**src/rtl/affine_alu_seq.sv**
```systemverilog
// Time-shares one external combinational ALU to compute x' = a11*x + a12*y + b1, y' = a21*x + a22*y + b2.
// Optional feature: define ALU_SEQ_SAT_EN to saturate overflowing adds instead of wrapping.

`ifndef RB
`define RB   2'b01
`define RADD 2'b10
`define RMUL 2'b11
`endif

module affine_alu_seq #(
    parameter int           N        = 8,
    parameter logic [N-1:0] A11_INIT = 8'h40,
    parameter logic [N-1:0] A12_INIT = 8'h00,
    parameter logic [N-1:0] A21_INIT = 8'h00,
    parameter logic [N-1:0] A22_INIT = 8'h40,
    parameter logic [N-1:0] B1_INIT  = 8'h00,
    parameter logic [N-1:0] B2_INIT  = 8'h00
) (
    input  logic         clk,
    input  logic         n_reset,
    input  logic         in_valid,
    output logic         in_ready,
    input  logic [N-1:0] x_in,
    input  logic [N-1:0] y_in,
    output logic         out_valid,
    input  logic         out_ready,
    output logic [N-1:0] x_out,
    output logic [N-1:0] y_out,
    output logic         ovf,
    input  logic         cfg_we,
    input  logic [2:0]   cfg_addr,
    input  logic [N-1:0] cfg_data,
    output logic [N-1:0] alu_a,
    output logic [N-1:0] alu_b,
    output logic [1:0]   alu_func,
    input  logic [N-1:0] alu_result
);

    typedef enum logic [3:0] {
        S_IDLE, S_M11, S_M12, S_A1, S_A1B, S_M21, S_M22, S_A2, S_A2B, S_DONE
    } state_t;

    state_t       state_q, state_d;
    logic [N-1:0] x_q, x_d, y_q, y_d, p0_q, p0_d, p1_q, p1_d, s_q, s_d;
    logic [N-1:0] x_out_q, x_out_d, y_out_q, y_out_d;
    logic         ovf_q, ovf_d;
    logic [N-1:0] a11_q, a11_d, a12_q, a12_d, a21_q, a21_d, a22_q, a22_d;
    logic [N-1:0] b1_q, b1_d, b2_q, b2_d;
    logic         add_ovf;
    logic [N-1:0] add_val;

    always_ff @(posedge clk or negedge n_reset) begin
        if (!n_reset) begin
            state_q <= S_IDLE;
        end else begin
            state_q <= state_d;
        end
    end

    always_comb begin
        state_d = state_q;
        unique case (state_q)
            S_IDLE:  if (in_valid) state_d = S_M11;
            S_M11:   state_d = S_M12;
            S_M12:   state_d = S_A1;
            S_A1:    state_d = S_A1B;
            S_A1B:   state_d = S_M21;
            S_M21:   state_d = S_M22;
            S_M22:   state_d = S_A2;
            S_A2:    state_d = S_A2B;
            S_A2B:   state_d = S_DONE;
            S_DONE:  if (out_ready) state_d = S_IDLE;
            default: state_d = S_IDLE;
        endcase
    end

    always_comb begin
        in_ready  = (state_q == S_IDLE);
        out_valid = (state_q == S_DONE);
        alu_func  = `RB;
        alu_a     = '0;
        alu_b     = '0;
        unique case (state_q)
            S_M11:   begin alu_func = `RMUL; alu_a = a11_q; alu_b = x_q;  end
            S_M12:   begin alu_func = `RMUL; alu_a = a12_q; alu_b = y_q;  end
            S_A1:    begin alu_func = `RADD; alu_a = p0_q;  alu_b = p1_q; end
            S_A1B:   begin alu_func = `RADD; alu_a = s_q;   alu_b = b1_q; end
            S_M21:   begin alu_func = `RMUL; alu_a = a21_q; alu_b = x_q;  end
            S_M22:   begin alu_func = `RMUL; alu_a = a22_q; alu_b = y_q;  end
            S_A2:    begin alu_func = `RADD; alu_a = p0_q;  alu_b = p1_q; end
            S_A2B:   begin alu_func = `RADD; alu_a = s_q;   alu_b = b2_q; end
            default: begin alu_func = `RB;   alu_a = '0;    alu_b = '0;   end
        endcase
    end

    // Signed add overflow: like-signed operands producing an opposite-signed sum.
    always_comb begin
        add_ovf = (alu_func == `RADD) && (alu_a[N-1] == alu_b[N-1]) &&
                  (alu_result[N-1] != alu_a[N-1]);
`ifdef ALU_SEQ_SAT_EN
        if (add_ovf) begin
            add_val = alu_a[N-1] ? {1'b1, {(N-1){1'b0}}} : {1'b0, {(N-1){1'b1}}};
        end else begin
            add_val = alu_result;
        end
`else
        add_val = alu_result;
`endif
    end

    always_comb begin
        x_d = x_q;  y_d = y_q;  p0_d = p0_q;  p1_d = p1_q;  s_d = s_q;
        x_out_d = x_out_q;  y_out_d = y_out_q;  ovf_d = ovf_q;
        a11_d = a11_q;  a12_d = a12_q;  a21_d = a21_q;  a22_d = a22_q;
        b1_d = b1_q;  b2_d = b2_q;
        unique case (state_q)
            S_IDLE: begin
                if (cfg_we) begin
                    case (cfg_addr)
                        3'd0:    a11_d = cfg_data;
                        3'd1:    a12_d = cfg_data;
                        3'd2:    a21_d = cfg_data;
                        3'd3:    a22_d = cfg_data;
                        3'd4:    b1_d  = cfg_data;
                        3'd5:    b2_d  = cfg_data;
                        default: ;
                    endcase
                end
                if (in_valid) begin
                    x_d   = x_in;
                    y_d   = y_in;
                    ovf_d = 1'b0;
                end
            end
            S_M11, S_M21: p0_d = alu_result;
            S_M12, S_M22: p1_d = alu_result;
            S_A1, S_A2:   begin s_d = add_val; ovf_d = ovf_q | add_ovf; end
            S_A1B:        begin x_out_d = add_val; ovf_d = ovf_q | add_ovf; end
            S_A2B:        begin y_out_d = add_val; ovf_d = ovf_q | add_ovf; end
            default: ;
        endcase
    end

    always_ff @(posedge clk or negedge n_reset) begin
        if (!n_reset) begin
            x_q <= '0;  y_q <= '0;  p0_q <= '0;  p1_q <= '0;  s_q <= '0;
            x_out_q <= '0;  y_out_q <= '0;  ovf_q <= 1'b0;
            a11_q <= A11_INIT;  a12_q <= A12_INIT;  a21_q <= A21_INIT;  a22_q <= A22_INIT;
            b1_q <= B1_INIT;  b2_q <= B2_INIT;
        end else begin
            x_q <= x_d;  y_q <= y_d;  p0_q <= p0_d;  p1_q <= p1_d;  s_q <= s_d;
            x_out_q <= x_out_d;  y_out_q <= y_out_d;  ovf_q <= ovf_d;
            a11_q <= a11_d;  a12_q <= a12_d;  a21_q <= a21_d;  a22_q <= a22_d;
            b1_q <= b1_d;  b2_q <= b2_d;
        end
    end

    assign x_out = x_out_q;
    assign y_out = y_out_q;
    assign ovf   = ovf_q;

endmodule

```
**config.mk**
```make
export PLATFORM = sky130hd
export DESIGN_NAME = affine_alu_seq
export DESIGN_NICKNAME = d
export VERILOG_FILES = /design/src/rtl/affine_alu_seq.sv
export SDC_FILE = /design/constraint.sdc
export NUM_CORES = 1
export LEC_CHECK = 0
export ABC_CLOCK_PERIOD_IN_PS = 2850
export BUFFER_PORTS_ARGS = -buffer_cell sky130_fd_sc_hd__buf_4
export CAP_MARGIN = 5
export CORE_MARGIN = 8
export CORE_UTILIZATION = 35
export CTS_CLUSTER_SIZE = 28
export DETAILED_ROUTE_END_ITERATION = 7
export PLACE_DENSITY = 0.65
export SLEW_MARGIN = 10
export SYNTH_ARGS = -nofsm -noshare
export SYNTH_HDL_FRONTEND = slang
export SYNTH_SLANG_ARGS = --single-unit
```
**constraint.sdc**
```tcl
create_clock -name clk -period 2.85 [get_ports clk]
set_input_delay 0.7125 -clock clk [delete_from_list [all_inputs] [get_ports clk]]
set_output_delay 0.7125 -clock clk [all_outputs]
set_load 0.01 [all_outputs]
```
==> results.json <==
{
  "cts_made_buffers": 9,
  "grt_pass1_vias": 3729,
  "power.leakage_nw": 2.71,
  "yosys_warnings": 0,
  "peakVddDrop_v": 0.000426,
  "layout-drive-gt1-share_pct": 48.8,
  "dieHeight_um": 134,
  "dieArea_mm2": 0.0179,
  "grt_first_pass_wirelength_um": 20300,
  "io-pin-count": 77,
  "async_flop_share_pct": 100,
  "drc": 0,
  "status": "finished clean",
  "critPathKind": "flop to primary output",
  "rr_endpoint": "a21_q[1]",
  "r2r_slack_ns": 0.33,
  "synth_edf_count": 0,
  "worstRegToRegCells": 4,
  "hold_class": "input port to async pin",
  "rows": 43,
  "maxCapViolCount": 0,
  "finalCritPeriodShare_pct": 96.3,
  "synthTopCellsByCount": "dfrtp_1, mux2_2, nand2_1",
  "yosysSeqAreaShare_pct": 56.2,
  "cts_hold_buffers": 0,
  "antenna_found_initial": 0,
  "maxSlewHeadroom_pct": 51.0,
  "fp.dieW_um": 134,
  "dr.pass1.iters": 4,
  "cp.arrival_ns": 2.03,
  "postRouteWirelength_um": 12300,
  "synth-seq-cells": 109,
  "endpoint_kind": "primary output",
  "min_period_ns": 2.75,
  "overflow": 0,
  "final-instance-count-excl-fill": 647,
  "finalHoldViolCount": 0,
  "core_mm2": 0.0137,
  "vias": 3410,
  "final.setup.tns_ns": 0,
  "cts_max_path_buffers": 2,
  "dp_hpwl_um": 9110,
  "max_freq_ghz": 0.364,
  "p_per_area_mw_per_mm2": 1160,
  "start_kind": "flop",
  "rsz0062_at_grt": "false",
  "finClkSkew_ns": 0.00771,
  "dp.cells": 630,
  "fin_nets": 503,
  "setup_viol": 0,
  "cts_max_level": 3,
  "syn_inst": 375,
  "area_growth_pct": 24.1,
  "tightest_slew_ns": 0.729,
  "drv_slew": 0,
  "synth_area_leader_cell": "dfrtp_1",
  "netlist_area_mm2": 0.00486,
  "start_util_pct": 35.4,
  "synthesis.nets": 415,
  "via_per_inst": 5.27,
  "finalPower_w": 0.00700,
  "drt-initial-drc-count": 215,
  "ys_types": 40,
  "synth.avg_cell_area_um2": 13.0,
  "gp_congestion": 0.820,
  "clkTransAtPathRegs_ns": 0.07,
  "yosys-top-cells-area": "dfrtp_1, mux2_2, a22oi_1",
  "synth_flop_cell": "dfrtp_1",
  "root_buffer": "clkbuf_16",
  "cts_num_sinks": 109,
  "routedWlPerCell_um": 19.0,
  "grtUsageTotal_pct": 14.3,
  "diodes": 0,
  "portBuffers": 76,
  "fin_hold_ws_ns": 0.348,
  "path_max_fanout": 8,
  "synth_top_area_share_pct": 55.1,
  "cts_tree": "built",
  "r2r-start": "state_q[3]",
  "worst-endpoint-required_ns": 2.14,
  "clock_latency_ns": 0.35,
  "yosysMostFrequentCell": "dfrtp_1",
  "grt_max_degree": 46,
  "drtAntennaViolNets": 0
}
-- cells in the final DEF, fill, tap and decap left out, types with 2 or more instances in the layout --
cell / count
a211o_1: 2
a21oi_1: 6
a221o_1: 4
a221oi_1: 5
a22oi_1: 26
buf_4: 92
clkbuf_1: 2
clkbuf_16: 9
clkinvlp_4: 3
dfrtp_1: 103
dfrtp_2: 4
dfstp_2: 2
inv_1: 3
mux2_2: 97
mux2i_1: 2
nand2_1: 35
nand2b_1: 4
nand3_1: 8
nand3b_1: 2
nor2_1: 14
nor2b_1: 2
nor2b_2: 2
nor3_1: 2
nor3_2: 2
nor4b_4: 2
o21ai_0: 8
o22ai_1: 3
or2_2: 2
or3_1: 2
-- sequential cells by signal, summed over array words and instances (netlist names) --
signal   flops
ovf          1
a12_q        8
x_out        8
a22_q        8
p1_q         8
s_q          8
p0_q         8
x_q          8
state_q      4
y_out        8
a11_q        8
y_q          8
b2_q         8
b1_q         8
a21_q        8
-- critical path: stages, from the launching register on --
cell      delay [ns]
dfrtp_2         0.47
buf_4           0.19
nand2b_1        0.20
nor2_1          0.41
a221oi_1        0.16
o21ai_0         0.11
buf_4           0.15
-- repair_timing --
action	in CTS	in global routing
gates resized for setup	3	8
pin swaps	0	1
buffers inserted	0	2
setup endpoints to repair	9	19
-- cell families (layout without fill, tap and decap cells) --
logic type / Yosys count / after routing / synth area share (%)
buffers and inverters: 21 / 113 / 1.98
DFF: 109 / 109 / 56.2
and+or+nand+nor: 89 / 89 / 10.4
xor gates and xnor gates: 1 / 1 / 0.180
muxes: 99 / 99 / 22.9
AOI/OAI and AO/OA: 56 / 56 / 8.37
-- routing by layer --
layer | routed length, um | track usage (%) | share of wire (%) | vias to the layer above
li1 | - | - | - | 1547
met4 | 328 | 6.30 | 2.7 | 0
met2 | 6050 | 23.7 | 49 | 113
met1 | 5210 | 17.6 | 42 | 1726
met3 | 707 | 3.03 | 5.7 | 24
met5 | 0 | 0 | 0 | -
-- where the power goes --
| part | internal, W | switching (W) |
|---|---|---|
| Sequential | 0.00232 | 0.000475 |
| Combinational | 0.00162 | 0.00143 |
| Clock | 0.000613 | 0.000541 |
-- worst max-delay path by stage --
stage	to	from	slack, ns	cells past startpoint
2_1_floorplan	alu_b[0]	state_q[0]	0.41	5
3_3_place_gp	alu_a[2]	state_q[3]	0.32	5
3_5_place_dp	alu_a[5]	state_q[3]	0.25	5
4_1_cts	alu_a[5]	state_q[2]	0.001	5
5_1_grt	alu_b[6]	state_q[3]	0.02	7
6_report	alu_a[5]	state_q[1]	0.10	6
-- through the flow --
step | setup WS, ns | utilization [%] | cell area (um^2)
after floorplan | 0.411 | - | 4860
after global placement | 0.319 | 41.7 | 5710
after detailed placement | 0.248 | 41.7 | 5710
after CTS | 0.00129 | 43.7 | 5990
after global routing | 0.0177 | 43.9 | 6030
final | 0.105 | 43.9 | 6030
-- layout make-up --
cell class                      count  area, um^2
Inverter                            4        15.0
Sequential cell                   109        2740
Fill cell                        1265        7690
Multi-Input combinational cell    245        2060
Timing Repair Buffer               94         722
Tap cell                          180         225
Clock buffer                       12         246
Clock inverter                      3        22.5
Power figures use the tool's default switching activity.
